### src/rtl/sender_payload_mask.sv
// sender_payload_mask
// Walks every OT index once per run, reads the hashed pad pair for that
// index and XORs it onto the caller's payload pair. The masked pair leaves
// on a valid/ready stream through a 2-entry FIFO.
//
// Optional feature macro: SENDER_MASK_SWAP_EN
//   defined     - a registered x_swap=1 exchanges pad0/pad1 for that index
//                 (OT derandomization with the receiver's correction bit)
//   not defined - x_swap is accepted but never changes the result
module sender_payload_mask #(
  parameter int D       = 3,
  parameter int OT_SIZE = 8 * (2 ** D),
  parameter int AW      = $clog2(OT_SIZE)
) (
  input  logic          clk,
  input  logic          rst,
  input  logic          start,
  output logic          done,
  output logic [AW-1:0] pad_addr,
  output logic          pad_rd,
  input  logic [127:0]  pad0_data,
  input  logic [127:0]  pad1_data,
  input  logic          x_valid,
  output logic          x_ready,
  input  logic [127:0]  x0,
  input  logic [127:0]  x1,
  input  logic          x_swap,
  output logic          y_valid,
  input  logic          y_ready,
  output logic [127:0]  y0,
  output logic [127:0]  y1,
  output logic [AW-1:0] y_index
);

  typedef enum logic [1:0] {
    IDLE  = 2'd0,
    RUN   = 2'd1,
    DRAIN = 2'd2,
    DONE  = 2'd3
  } state_t;

  localparam logic [AW:0] LAST_IDX = (AW+1)'(OT_SIZE - 1);

  state_t          state_q;
  logic [AW:0]     cnt_q;
  logic            done_q;
  logic [AW-1:0]   pad_addr_q;

  logic            s1_valid_q;
  logic [127:0]    s1_x0_q;
  logic [127:0]    s1_x1_q;
  logic            s1_swap_q;
  logic [AW-1:0]   s1_idx_q;

  logic [127:0]    fifo_y0_q  [2];
  logic [127:0]    fifo_y1_q  [2];
  logic [AW-1:0]   fifo_idx_q [2];
  logic            rd_ptr_q;
  logic            wr_ptr_q;
  logic [1:0]      count_q;
  logic [1:0]      count_d;

  logic            accept;
  logic            push;
  logic            pop;
  logic [2:0]      occupancy;
  logic [127:0]    y0_d;
  logic [127:0]    y1_d;

  // Handshake decode: a slot freed by a pop in this cycle may be reused, so
  // an accept is allowed only if its pair is certain to find room on arrival.
  always_comb begin
    pop       = (count_q != 2'd0) & y_ready;
    push      = s1_valid_q;
    occupancy = {1'b0, count_q} + {2'b00, s1_valid_q} - {2'b00, pop};
    x_ready   = (state_q == RUN) && (occupancy < 3'd2);
    accept    = x_valid & x_ready;
    pad_rd    = accept;
    pad_addr  = accept ? cnt_q[AW-1:0] : pad_addr_q;
    count_d   = count_q + {1'b0, push} - {1'b0, pop};
  end

  // Run control: start/finish sequencing, accept counter and done flag.
  always_ff @(posedge clk) begin
    if (!rst) begin
      state_q    <= IDLE;
      cnt_q      <= '0;
      done_q     <= 1'b0;
      pad_addr_q <= '0;
    end else begin
      if (accept) begin
        pad_addr_q <= cnt_q[AW-1:0];
        cnt_q      <= cnt_q + (AW+1)'(1);
      end
      case (state_q)
        IDLE, DONE: begin
          if (start) begin
            state_q <= RUN;
            cnt_q   <= '0;
            done_q  <= 1'b0;
          end
        end
        RUN: begin
          if (accept && (cnt_q == LAST_IDX)) begin
            state_q <= DRAIN;
          end
        end
        DRAIN: begin
          if (!s1_valid_q && (count_d == 2'd0)) begin
            state_q <= DONE;
            done_q  <= 1'b1;
          end
        end
        default: begin
          state_q <= IDLE;
        end
      endcase
    end
  end

  // Stage 1 holds the accepted payload while the pad memories answer.
  always_ff @(posedge clk) begin
    if (!rst) begin
      s1_valid_q <= 1'b0;
      s1_x0_q    <= '0;
      s1_x1_q    <= '0;
      s1_swap_q  <= 1'b0;
      s1_idx_q   <= '0;
    end else begin
      s1_valid_q <= accept;
      if (accept) begin
        s1_x0_q   <= x0;
        s1_x1_q   <= x1;
        s1_swap_q <= x_swap;
        s1_idx_q  <= cnt_q[AW-1:0];
      end
    end
  end

`ifdef SENDER_MASK_SWAP_EN
  // Masking with optional pad exchange driven by the correction bit.
  always_comb begin
    if (s1_swap_q) begin
      y0_d = s1_x0_q ^ pad1_data;
      y1_d = s1_x1_q ^ pad0_data;
    end else begin
      y0_d = s1_x0_q ^ pad0_data;
      y1_d = s1_x1_q ^ pad1_data;
    end
  end
`else
  logic unused_swap;
  assign unused_swap = s1_swap_q;

  // Masking with the pads in their natural order.
  always_comb begin
    y0_d = s1_x0_q ^ pad0_data;
    y1_d = s1_x1_q ^ pad1_data;
  end
`endif

  // Two-entry output FIFO; push and pop may coincide.
  always_ff @(posedge clk) begin
    if (!rst) begin
      for (int i = 0; i < 2; i++) begin
        fifo_y0_q[i]  <= '0;
        fifo_y1_q[i]  <= '0;
        fifo_idx_q[i] <= '0;
      end
      rd_ptr_q <= 1'b0;
      wr_ptr_q <= 1'b0;
      count_q  <= 2'd0;
    end else begin
      if (push) begin
        fifo_y0_q[wr_ptr_q]  <= y0_d;
        fifo_y1_q[wr_ptr_q]  <= y1_d;
        fifo_idx_q[wr_ptr_q] <= s1_idx_q;
        wr_ptr_q             <= ~wr_ptr_q;
      end
      if (pop) begin
        rd_ptr_q <= ~rd_ptr_q;
      end
      count_q <= count_d;
    end
  end

  assign done    = done_q;
  assign y_valid = (count_q != 2'd0);
  assign y0      = fifo_y0_q[rd_ptr_q];
  assign y1      = fifo_y1_q[rd_ptr_q];
  assign y_index = fifo_idx_q[rd_ptr_q];

endmodule

### config.mk
export PLATFORM = sky130hd
export DESIGN_NAME = sender_payload_mask
export DESIGN_NICKNAME = d
export VERILOG_FILES = /design/src/rtl/sender_payload_mask.sv
export SDC_FILE = /design/constraint.sdc
export NUM_CORES = 1
export LEC_CHECK = 0
export CAP_MARGIN = 20
export CORE_AREA = 2 2 309 311
export CTS_CLUSTER_DIAMETER = 150
export DETAILED_ROUTE_END_ITERATION = 8
export DIE_AREA = 0 0 311 313
export PLACE_DENSITY = 0.64
export REMOVE_ABC_BUFFERS = 1
export SLEW_MARGIN = 20
export SYNTH_ARGS = -nofsm -noshare
export SYNTH_HDL_FRONTEND = slang
export SYNTH_SLANG_ARGS = --single-unit
### constraint.sdc
create_clock -name clk -period 51.3 [get_ports clk]
set_clock_uncertainty 0.2 [all_clocks]
set_input_delay 10.26 -clock clk [delete_from_list [all_inputs] [get_ports clk]]
set_output_delay 10.26 -clock clk [all_outputs]
set_load 0.02 [all_outputs]
Word-level counts from Yosys, hierarchy flattened
Memories as Yosys holds them, arrays and structs flattened. A register that Yosys moved wholly into a read port is not among the register bits.
Cells that the tools add are included.

word-level totals
  register bits after elaboration = 283
  RAM bits = 524
  input bits = 518
  output and inout bits = 272
  logic and storage cells = 77
  memories = 3

cells by class
  add/sub/neg operators = 5
  order comparisons = 1
  equal/unequal tests = 7
  multiplexer cells = 30
  bitwise gates (word level) = 6
  reductions and logical operators = 14

memory list
  name        depth  bits a word  read ports  clocked after Yosys merged registers in  write ports  line  source
  fifo_y0_q   2      128          1           1                                        2            55    logic [127:0] fifo_y0_q [2];
  fifo_y1_q   2      128          1           1                                        2            56    logic [127:0] fifo_y1_q [2];
  fifo_idx_q  2      6            1           1                                        2            57    logic [AW-1:0] fifo_idx_q [2];

operators by type and width
  kind                 number
  $mux 128             2
  $reduce_or 128->1    2
  $xor 128x128->128    2
  $mux 7               3
  $mux 1               18
  $mux 6               2
  $add 7x1->7 const B  1
  $eq 7x6->1 const B   1
  $mux 2               3
  $pmux 2 s3           1
  $reduce_and 3->1     2
  $reduce_or 6->1      1
  $eq 2x2->1 const B   2
  $logic_not 2->1      2
  $ne 2x2->1 const B   2
  $reduce_bool 2->1    2
  $add 2x1->3          1
  $logic_and 1x1->1    3
  $lt 3x2->1 const B   1
  $sub 3x1->3          1
  $add 2x1->2          1
  $and 1x1->1          2
  $eq 2x1->1 const B   1
  $ne 2x1->1 const B   1
  5 further kinds      6

Logic depth before layout (Yosys ltp)
  word-level depth = 9
  gate-level depth with buffers = 14
  mapped depth without buffers = 12

Least setup slack after synthesis
No wires, ideal clock.

  path type = in2out
  from = in y_ready
  to = out pad_addr[0]
  data arrival time = 12.431 ns
  data required time = 40.840 ns
  slack = 28.409 ns
  stages = 12
  path buffers = 2
  cell sequence = and2_1 > ha_1 > inv_1 > ha_1 > inv_1 > fa_1 > nand2_2 > or3_4 > buf_4 > buf_2 > nand2_1 > nand2_1

on the way
  longest elaborated chain between the ends = 6

ends and longest elaborated chain
  what               line  source
  start, declared    29    input logic y_ready,
  $and 1x1->1        73    pop = (count_q != 2'd0) & y_ready;
  $sub 3x1->3        75    occupancy = {1'b0, count_q} + {2'b00, s1_valid_q} - {2'b00, pop};
  $lt 3x2->1         76    x_ready = (state_q == RUN) && (occupancy < 3'd2);
  $logic_and 1x1->1  76
  $and 1x1->1        77    accept = x_valid & x_ready;
  $mux 6             -
  end, declared      19    output logic [AW-1:0] pad_addr,

Every way passes these cells.

Worst setup path in the final report
  from = in y_ready
  to = out pad_addr[5]

on the way
  longest elaborated chain between the ends = 6

ends and longest elaborated chain
  what               line  source
  $and 1x1->1        73
  named net pop      65    logic pop;
  $sub 3x1->3        75
  $lt 3x2->1         76
  $logic_and 1x1->1  76
  $and 1x1->1        77
  $mux 6             -

The timed path passes the listed nets, and every way through them passes these cells.

==> impl_metrics.ini <==
[critical_path]
cp_slowest_cell = buf_4
r2r_cells = 14
cp-end-kind = output port
critPathTopFamily = buffers and inverters
cp.buffers_inverters = 6
cp.required_ns = 40.84
max_stage_delay_ns = 0.72
path_class = primary input to output port
critPathArrivalTime_ns = 14.97
cp_cell_sequence = clkdlybuf4s50_1 > and2_1 > ha_1 > inv_1 > ha_1 > inv_1 > fa_1 > nand2_2 > or3_4 > inv_8 > buf_4 > nand2_1 > nand2_1 > clkdlybuf4s50_1
cp-start-kind = primary input
cp.depth = 14
path_max_fanout = 85

[synthesis]
syn-instance-count = 2913
synth_top_area_share_pct = 47.26
yosys.cell_types.count = 37
yosys_warnings = 0
ys_seq_elements = 808
synth_commonest_cells = nand2_1 (544), nor2_1 (525), edfxtp_1 (524), dfxtp_1 (284), a21oi_1 (273)
post_synth.cell_area_avg_um2 = 11.43
synth-edff-count = 524
synth-async-reset-ratio_pct = 0
synth_flop_cell = edfxtp_1
syn-cell-area_mm2 = 0.03330
synth_area_leader_cell = edfxtp_1
seq_area_frac_synth_pct = 64.33
ys_top_cells_by_area = edfxtp_1 (47%), dfxtp_1 (17%), mux2_2 (8.9%)
synth_most_common_cell = nand2_1

[place]
place.gp.congestion = 0.8081
dpl.hpwl_um = 60400
placed_area_mm2 = 0.04222
numPortBuffers = 788

[clocking]
cts.clk_slew.worst_paths_ns = 0.06
cts_tree = yes
cts_buffers = 88
cts-resized-gates = 0
clkSinkCount = 808
clk_latency_ns = 0.65
post_cts_buffers = 0
cts.hold.buffers_added = 0
htreeDepth = 3
root_buffer = clkbuf_16
cts_buffer_depth = 3

[floorplanning]
dieArea_mm2 = 0.09734
dieWidth_um = 311
ios = 790
rows = 113
core-area_mm2 = 0.09416
initial_core_util_pct = 35.36
die-height_um = 313

[power]
powerDensity_mw_per_mm2 = 45.70
p_clk_share_pct = 30.3
p_seq_share_pct = 39.6
swShare_pct = 31.19
ir_worst_vdd_uv = 32.80
p_sw_uw = 643.1
intPower_uw = 1419
p_leak_uw = 0.01560
combinationalPowerShare_pct = 30.0

[sta]
max_freq_mhz = 39.32
hold_viol_final = 0
finalSetupViolCount = 0
fin_crit_ns = 25.43
slew_headroom_pct = 26.75
tightest_slew_ns = 1.099
maxSlewViolCount = 0
rsz0062_at_grt = false
setup-tns-final_ns = 0
finalCritPeriodShare_pct = 49.57

[drt]
via_per_inst = 4.709
drt_iter0_drc = 1309
drtPass1Iterations = 7
ant_nets = 0
drc = 0
wl_per_cell_um = 18.70
vias = 23540
totalWireLength_um = 93480

[layout]
area_growth_pct = 35.49
nets = 4166
fill_cells = 8712
final_util_pct = 47.91
register_area_mm2 = 0.02142
drive_above_1_share_pct = 11.63
multi_input_area_mm2 = 0.01107
stdcell_area_mm2 = 0.04512

[outcome]
status = finished, final reports clean

[global_route]
antenna_found_initial = 20
grt_pass1_wl_um = 139400
grt_max_degree = 151
first_global_vias = 23060
grt_overflow = 0
track_usage_pct = 18.63

[hold_path]
hold_depth = 2
hp-class = register to register

[job]
cap_violations = 0
-- worst min-delay path, cell delays in order, from the launching register on --
cell and delay, ns:
dfxtp_1 0.31, nand2_1 0.05, a21oi_1 0.05
-- routing by layer --
metal / vias up / share of wire [%] / GRT usage, % / routed length, um
li1: 11290 / - / - / -
met1: 11380 / 39 / 21.58 / 36410
met2: 699 / 50 / 31.99 / 46770
met3: 170 / 7.4 / 5.419 / 6874
met4: 4 / 3.6 / 8.366 / 3406
met5: - / 0.029 / 0 / 27
-- cell usage in the layout (no fill, tap or decap), types with 14 or more instances in the layout --
master and count:
clkdlybuf4s50_1 788, nand2_1 543, nor2_1 525, edfxtp_1 524, dfxtp_1 283, a21oi_1 273
mux2_2 262, xnor2_1 261, clkbuf_16 92, clkbuf_1 27, buf_4 26, diode_2 17
clkinv_2 17, and2_1 14
-- sequential cells by signal, summed over array words and instances, names as in the netlist, named ones only --
name        cells
done            1
push            1
fifo_y0_q     256
cnt_q           7
s1_idx_q        6
fifo_idx_q     12
wr_ptr_q        1
pad_addr_q      6
s1_x1_q       128
rd_ptr_q        1
state_q         2
fifo_y1_q     256
count_q         2
s1_x0_q       128
-- path summary, 6_finish.rpt --
kind	start	to	slack (ns)
worst max-delay path	y_ready	pad_addr[5]	25.87
worst min-delay path	s1_idx_q[1]	s1_idx_q[1]	0.26
worst max register to register	count_q[1]	s1_x0_q[67]	45.93
worst min register to register	s1_idx_q[1]	s1_idx_q[1]	0.26
-- cell type report --
cell class,instances,share of cell area [%]
flip-flops and latches,808,47.49
multi-input cells,1920,24.53
repair buffers,815,17.96
clock buffers,126,5.541
well taps,1265,3.508
clock inverters,39,0.7765
inverters,8,0.09984
diodes,17,0.09429
-- power by group through the flow --
stage,Combinational [uW],Clock (uW),Sequential (uW)
CTS,629,642,818
floorplan,362,0,861
finish,619,626,817
global placement,624,0,828
global route,665,666,827
detailed placement,625,0,832
-- cell families after synthesis --
| logic type | share of synthesized area (%) |
|---|---|
| DFF | 64.33 |
| AOI/OAI and AO/OA | 4.310 |
| adders and majority gates | 0.2856 |
| xor gates and xnor gates | 6.891 |
| and+or+nand+nor | 12.73 |
| muxes | 8.920 |
| buffers and inverters | 2.536 |
-- per-stage QoR --
stage / power, uW / setup WS (ns) / hold WS [ns] / std cells
6_report: 2062 / 25.87 / 0.2597 / 4998
5_1_grt: 2158 / 25.51 / 0.2759 / 4997
4_1_cts: 2089 / 25.75 / 0.2636 / 4981
3_5_place_dp: 1457 / 25.76 / 0.2557 / 4816
3_3_place_gp: 1452 / 25.78 / 0.2495 / 4816
2_1_floorplan: 1223 / 25.16 / 0.2401 / 2736
(Power assumes the default switching activity.)
